**config.mk**
```make
export PLATFORM = sky130hd
export DESIGN_NAME = channel_frame_loader
export DESIGN_NICKNAME = d
export VERILOG_FILES = /design/src/rtl/channel_frame_loader.sv
export SDC_FILE = /design/constraint.sdc
export NUM_CORES = 1
export LEC_CHECK = 0
export ABC_AREA = 0
export CORE_AREA = 2 2 284 286
export DETAILED_ROUTE_END_ITERATION = 6
export DIE_AREA = 0 0 286 288
export GPL_TIMING_DRIVEN = 0
export PLACE_DENSITY = 0.68
export SLEW_MARGIN = 0
export SYNTH_ARGS = -nofsm -noshare
export SYNTH_HDL_FRONTEND = slang
export SYNTH_SLANG_ARGS = --single-unit
```
**constraint.sdc**
```tcl
create_clock -name clk -period 8.5 [get_ports clk]
set_input_delay 0.85 -clock clk [delete_from_list [all_inputs] [get_ports clk]]
set_output_delay 0.85 -clock clk [all_outputs]
set_load 0.05 [all_outputs]
```
**src/rtl/channel_frame_loader.sv**
```systemverilog
// channel_frame_loader: collects one streamed R/Y channel frame and presents it in parallel
// until the detector acknowledges it.
module channel_frame_loader #(
  parameter int WL = 16,
  parameter int N = 8,
  localparam int NR = N*(N+1)/2,
  localparam int NW = NR+N
) (
  input  logic             clk,
  input  logic             rst,
  input  logic             in_valid,
  input  logic [WL-1:0]    in_data,
  input  logic             in_last,
  output logic             in_ready,
  output logic [NR*WL-1:0] R_out,
  output logic [N*WL-1:0]  Y_out,
  output logic             frame_valid,
  input  logic             frame_ack,
  output logic             err_len,
  output logic [7:0]       frame_cnt
);
  localparam int CW = $clog2(NW);
  typedef enum logic [1:0] {IDLE, LOAD, FULL} state_t;
  state_t state_q, state_d;
  logic [CW-1:0] cnt_q, cnt_d;
  logic [NR*WL-1:0] r_q, r_d;
  logic [N*WL-1:0] y_q, y_d;
  logic [7:0] fcnt_q, fcnt_d;
  logic err_q, err_d, up_q, acc, at_end;
  assign in_ready = up_q && state_q != FULL;
  assign acc = in_valid && in_ready;
  assign at_end = cnt_q == CW'(NW-1);
  assign R_out = r_q;
  assign Y_out = y_q;
  assign frame_valid = state_q == FULL;
  assign err_len = err_q;
  assign frame_cnt = fcnt_q;
  always_comb begin
    state_d = state_q;
    cnt_d = cnt_q;
    r_d = r_q;
    y_d = y_q;
    fcnt_d = fcnt_q;
    err_d = 1'b0;
    // the overrunning word of a long frame is dropped
    if (acc && !(at_end && !in_last)) begin
      if (cnt_q < CW'(NR)) r_d[32'(cnt_q)*WL +: WL] = in_data;
      else y_d[32'(cnt_q - CW'(NR))*WL +: WL] = in_data;
    end
    if (state_q == FULL) state_d = frame_ack ? IDLE : FULL;
    else if (acc) begin
      state_d = (at_end && in_last) ? FULL : (at_end || in_last) ? IDLE : LOAD;
      cnt_d = (at_end || in_last) ? '0 : cnt_q + 1'b1;
      err_d = at_end != in_last;
      fcnt_d = fcnt_q + {7'd0, at_end && in_last};
    end
  end
  always_ff @(posedge clk or negedge rst) begin
    if (!rst) begin
      state_q <= IDLE;
      cnt_q <= '0;
      r_q <= '0;
      y_q <= '0;
      fcnt_q <= '0;
      err_q <= 1'b0;
      up_q <= 1'b0;
    end else begin
      state_q <= state_d;
      cnt_q <= cnt_d;
      r_q <= r_d;
      y_q <= y_d;
      fcnt_q <= fcnt_d;
      err_q <= err_d;
      up_q <= 1'b1;
    end
  end
endmodule

```
==> metrics, run 1 <==
outcome=complete, but fails checks; violated checks=max-capacitance violations; synthesized area=0.0298 mm^2; clock slew at reported path FFs=60 ps; first-pass GRT wire length=181 mm; worst slew pin tran=1490 ps; Cells after Synth=2600; worst rel slew slack=0.00432; CP Launch Type=register; Top FF cell, synth=dfrtp_1; Fin. Hold Viols=0; maximum clock insertion buffer count=3; Arrival @ worst endpoint=5940 ps; Root Buffer=clkbuf_16; placed cell count=4391; final setup vio count=0; CP max-delay cell=nor3_1; # rows=104; DRC Markers=0; 1st-iter DRT viols=2265; die width=286 um; Sink Count=722; # Max-Cap Violations=1; fill cell count=7161; most used cell, CP=clkbuf_1; top cells by count, synth=dfrtp_1, o21ai_0, mux2_2; vias=25500; hold_buf cts=0; CORE AREA=0.0796 mm^2; number of flops mapped to enable cells by yosys=0; initial antenna violation count=6; syn_nets=2642; Final HPWL DP=95.0 mm; # IOs=736; Synth top area share=0.606; post_cts resized=0; main area contributors after synthesis=dfrtp_1, mux2_2, o21ai_0; LEAKAGE=0.0180 uW; most frequent cell after synthesis=dfrtp_1; sequential area share after synthesis=0.606; ratio of cells with drive above 1 in the final layout=0.143; IO Port Bufs=724; Pwr Density=207 mW/mm^2; R2R Setup Slk=3060 ps; die area=0.0824 mm^2; CP Max Fanout=10; Required @ worst endpoint=9010 ps; Crit. End Element=register; critical-path cell list=clkbuf_1 > inv_1 > clkbuf_1 > ha_1 > clkbuf_1 > a21boi_0 > nor3_1 > nand3_1 > or2_2 > clkbuf_1 > clkbuf_1 > o31ai_1; kind of critical path=reg2reg; ys async rst share=1.00; fin crit share=0.639; vias per cell=5.61; Yosys Warn Count=0; Pre-antenna DRT Iters=5; H-tree level count=3; Post-CTS Setup Bufs=0; nets=3455; slowest stage delay, CP=1100 ps; die height=288 um; register bit total from synthesis=722; vias in the first global route=25100; total negative slack=0 ps; CTS tree=yes; post-detailed-routing wire length=128 mm; routed len/inst=28.1 um; Slew Viols, Final=0; Layout area overhead=38.8%; Achievable Freq=0.184 GHz; total grt overflow=0; Tmin final=5440 ps; routability cong.=0.908; non-filler instance count after layout=4541; later-pin clock latency in the skew report=630 ps; largest net degree at the start of global routing=121; post-synth top area cell=dfrtp_1; worst min path class=in2async; Worst VDD drop=0.258 mV; Initial Util=0.375; antenna violation net count after detailed routing=0; unrepaired setup endpoints after global routing=false; CTS buffer count=80; clk_skew=28.6 ps; Unique masters post-synth=59; global-route usage over all layers=0.303; Syn Area/Cell=11.5 um^2
==> layout make-up <==
class                   count  area, um^2  share of cell area
clock inverters            27         412             0.00994
clock buffers             118        2360              0.0570
diodes                      5        12.5            0.000302
multi-input cells        1621       10800               0.260
inverters                  33         124             0.00299
plain buffers             224         906              0.0219
well taps                1060        1330              0.0320
repair buffers            731        7440               0.180
flip-flops and latches    722       18100               0.436
==> flip-flops by register name (all words and copies together), names as in the netlist <==
name / flops
R_out: 576
state_q: 2
cnt_q: 6
frame_cnt: 8
Y_out: 128
up_q: 1
err_len: 1
==> kinds of logic (layout without fill, tap and decap cells) <==
kind of cell | count (synthesis) | count (layout) | share of synthesized area
mux | 299 | 299 | 0.112
fa+ha+maj | 21 | 21 | 0.00881
flops | 722 | 722 | 0.606
xor+xnor | 13 | 13 | 0.00382
compound gates | 819 | 819 | 0.157
simple gates | 468 | 468 | 0.0783
buf+inv | 257 | 1133 | 0.0343
other cells | 1 | 6 | 0.000126
==> critical path: cells and delay by family (launching register included) <==
| family | cells | cell delay, ps |
|---|---|---|
| DFF | 1 | 380 |
| buffers and inverters | 6 | 1750 |
| and+or+nand+nor | 3 | 2380 |
| adders and majority gates | 1 | 230 |
| AOI/OAI and AO/OA | 2 | 580 |
==> layout by cell type, fill, tap and decap left out, types with 13 or more instances in the layout <==
master,n
clkbuf_8,15
or2_2,24
o21ai_0,612
a22o_1,17
nand2_1,162
nor2_1,97
o31ai_1,152
dfrtp_1,722
mux2_2,277
ha_1,21
buf_2,26
inv_1,32
nor2b_1,13
clkbuf_16,83
o41ai_1,20
nand3_1,59
and2_1,28
clkdlybuf4s50_1,723
clkbuf_1,198
mux2i_1,18
==> path summary, 6_finish.rpt <==
| check | start | endpoint | depth (start not counted) |
|---|---|---|---|
| min in group clk | frame_cnt[7]$_DFFE_PN0P_ | frame_cnt[7]$_DFFE_PN0P_ | 1 |
| max in group asynchronous | rst | Y_out[42]$_DFFE_PN0P_ | 4 |
| max | cnt_q[0]$_DFFE_PN0P_ | R_out[92]$_DFFE_PN0P_ | 12 |
| min reg2reg | frame_cnt[7]$_DFFE_PN0P_ | frame_cnt[7]$_DFFE_PN0P_ | 1 |
| min | rst | R_out[279]$_DFFE_PN0P_ | 1 |
| max reg2reg | cnt_q[0]$_DFFE_PN0P_ | R_out[92]$_DFFE_PN0P_ | 12 |
==> where the power goes <==
group | total, uW | internal (uW) | leakage [uW] | switching, uW
registers | 3540 | 3500 | 0.00997 | 36.3
clock network | 3670 | 2180 | 0.00136 | 1490
logic | 1380 | 264 | 0.00666 | 1120
==> routing by layer <==
| metal | up-vias | GRT usage | share of wire |
|---|---|---|---|
| met5 | - | 0 | 0 |
| met4 | 0 | 0.141 | 0.048 |
| met3 | 294 | 0.0856 | 0.090 |
| met2 | 1300 | 0.487 | 0.47 |
| met1 | 13000 | 0.379 | 0.39 |
| li1 | 10900 | - | - |
==> through the flow <==
step | utilization | area [um^2] | hold WS [ps] | power [uW] | setup slack, ps
after CTS | 0.520 | 41400 | 306 | 8610 | 3150
after detailed placement | 0.485 | 38600 | 470 | 4970 | 3170
after global routing | 0.520 | 41400 | 348 | 8840 | 2740
after floorplan | - | 29800 | 458 | 4300 | 4350
final | 0.520 | 41400 | 293 | 8590 | 3060
after global placement | 0.482 | 38400 | 464 | 4960 | -26670
Note: power is estimated with default switching activity, not from simulation.
==> run 2, diff against run 1 <==
CORE_AREA = 2 2 285 287   (was 2 2 284 286)
DIE_AREA = 0 0 287 289   (was 0 0 286 288)
PLACE_DENSITY = 0.7   (was 0.68)
clock period = 4.95 ns   (was 8.5 ns; I/O delays follow)
==> run 2 against run 1 <==
  * Clock skew is 0.91 ps lower
  * The flow still finishes with violations (max-capacitance violations)
  * Critical path depth stayed put
  * Critical path type unchanged
  * Hold slack better by 84 ps
  * Final area is 0.16% lower
  * Setup slack worse by 2800 ps
  * Sequential power is 71% higher
  * Power is 69% higher
  * Core utilization is 0.25 points lower
  * Die area is 0.70% higher
  * Clock-buffer cell count is 3 lower
  * Clock power is 66% higher
  * Sequential cell count stayed put
==> metrics, run 2 (same netlist as run 1, synthesis figures left out) <==
Reg2Reg Launch Point=cnt_q[0]$_DFFE_PN0P_; dpl ws=-252 ps; Arrival @ worst endpoint=5210 ps; RR Endpoint=R_out[89]$_DFFE_PN0P_; maximum clock insertion buffer count=3; Pwr Density=352 mW/mm^2; cell area after layout=0.0413 mm^2; Worst VDD drop=0.273 mV; CORE AREA=0.0799 mm^2; commonest non-fill, non-tap cells in the layout=clkdlybuf4s50_1, dfrtp_1, o21ai_0, mux2_2, clkbuf_1; worst rel slew slack=0.00134; final setup vio count=0; first-pass GRT wire length=181 mm; violated checks=max-capacitance violations; vias in the first global route=25300; Achievable Freq=0.213 GHz; CTS tree=yes; Root Buffer=clkbuf_16; capture point of the worst path=R_out[89]$_DFFE_PN0P_; routability cong.=0.909; 1st-iter DRT viols=2031; die height=289 um; initial antenna violation count=5; clk_skew=27.7 ps; CP Max Fanout=10; largest net degree at the start of global routing=122; R2R Setup Slk=250 ps; IO Port Bufs=724; total grt overflow=0; Worst Setup SP=cnt_q[0]$_DFFE_PN0P_; later-pin clock latency in the skew report=640 ps; fin crit share=0.950; ratio of cells with drive above 1 in the final layout=0.145; Initial Util=0.373; Pre-antenna DRT Iters=6; worst min path class=in2async; CTS buffer count=80; fill cell count=7102; Area after DPL=0.0386 mm^2; H-tree level count=3; Sink Count=722; die area=0.0829 mm^2; Tmin final=4700 ps; Crit. End Element=register; outcome=complete, but fails checks; CP Launch Type=register; Slew Viols, Final=0; final hold slack=377 ps; post-detailed-routing wire length=128 mm; # IOs=736; routed len/inst=28.2 um; PnR worst setup slack=247 ps; most common cell after layout, fill and taps aside=clkdlybuf4s50_1; max reg flops=576; worst slew pin tran=1500 ps; Final HPWL DP=94.9 mm; kind of critical path=reg2reg; Required @ worst endpoint=5450 ps; die width=287 um; nets=3456; DRC Markers=0; # rows=104; Fin. Hold Viols=0; clock slew at reported path FFs=70 ps; unrepaired setup endpoints after global routing=false; depth of the most critical reg-to-reg path=12; Layout area overhead=38.6%; LEAKAGE=0.0179 uW; Post-CTS Setup Bufs=0; vias=25400; vias per cell=5.60; # Max-Cap Violations=1; antenna violation net count after detailed routing=0; global-route usage over all layers=0.300
-- run 2: cell types whose count changed in the layout (fill, tap and decap cells not counted), moves of 3 or more --
cell,change
clkbuf_1,-10
clkbuf_8,+6
bufinv_16,-4
clkinvlp_4,+3
inv_6,-3
nor2_1,-3
-- run 2: worst min-delay path by stage --
stage / from / to / cells after the start
2_1_floorplan: rst / R_out[0]$_DFFE_PN0P_ / 0
3_3_place_gp: frame_cnt[7]$_DFFE_PN0P_ / frame_cnt[7]$_DFFE_PN0P_ / 1
3_5_place_dp: rst / R_out[156]$_DFFE_PN0P_ / 1
4_1_cts: rst / R_out[156]$_DFFE_PN0P_ / 2
5_1_grt: rst / R_out[289]$_DFFE_PN0P_ / 2
6_report: rst / R_out[158]$_DFFE_PN0P_ / 2
-- run 2: area by class of cell --
type | count | area (um^2) | area share
Tap cell | 1060 | 1330 | 0.0321
Sequential cell | 722 | 18100 | 0.437
Timing Repair Buffer | 733 | 7460 | 0.180
Buffer | 223 | 903 | 0.0219
Clock inverter | 25 | 312 | 0.00754
Antenna cell | 3 | 7.51 | 0.000182
Inverter | 33 | 124 | 0.00300
Multi-Input combinational cell | 1621 | 10800 | 0.261
Clock buffer | 115 | 2360 | 0.0572
-- run 2: metrics by stage --
step	util	setup TNS, ps	instances	total power (uW)
after floorplan	-	0	2600	7380
after CTS	0.517	0	4533	14600
final	0.517	0	4535	14500
after global routing	0.517	0	4534	15000
after global placement	0.481	-	4384	8500
after detailed placement	0.483	-13180	4392	8510
-- run 2: what timing repair did --
| action | 4_1_cts | 5_1_grt |
|---|---|---|
| resized for setup | 4 | 4 |
| endpoints found under the hold margin | 49 | 0 |
| setup endpoints to repair | 145 | 165 |
| hold buffers | 1 | 0 |
-- run 2: metal layers --
metal,up-vias,track usage,part of all wire
met5,-,0,0
met4,0,0.146,0.052
met3,287,0.0738,0.083
met2,1246,0.483,0.47
met1,13000,0.380,0.39
li1,10900,-,-
-- run 2: worst max-delay path: stages (launching register included) --
cell      delay (ps)
dfrtp_1          360
clkbuf_1         370
inv_1            140
clkbuf_2         240
ha_1             380
and3b_1          220
clkbuf_1         150
nor3_2           540
nand3_1          640
or2_2            510
clkbuf_1         260
clkbuf_1         430
o31ai_1          340
-- run 2: power breakdown --
group	switching (uW)	leakage (uW)	internal (uW)
Combinational	1910	0.00666	456
Sequential	61.7	0.00997	6010
Clock	2550	0.00131	3540
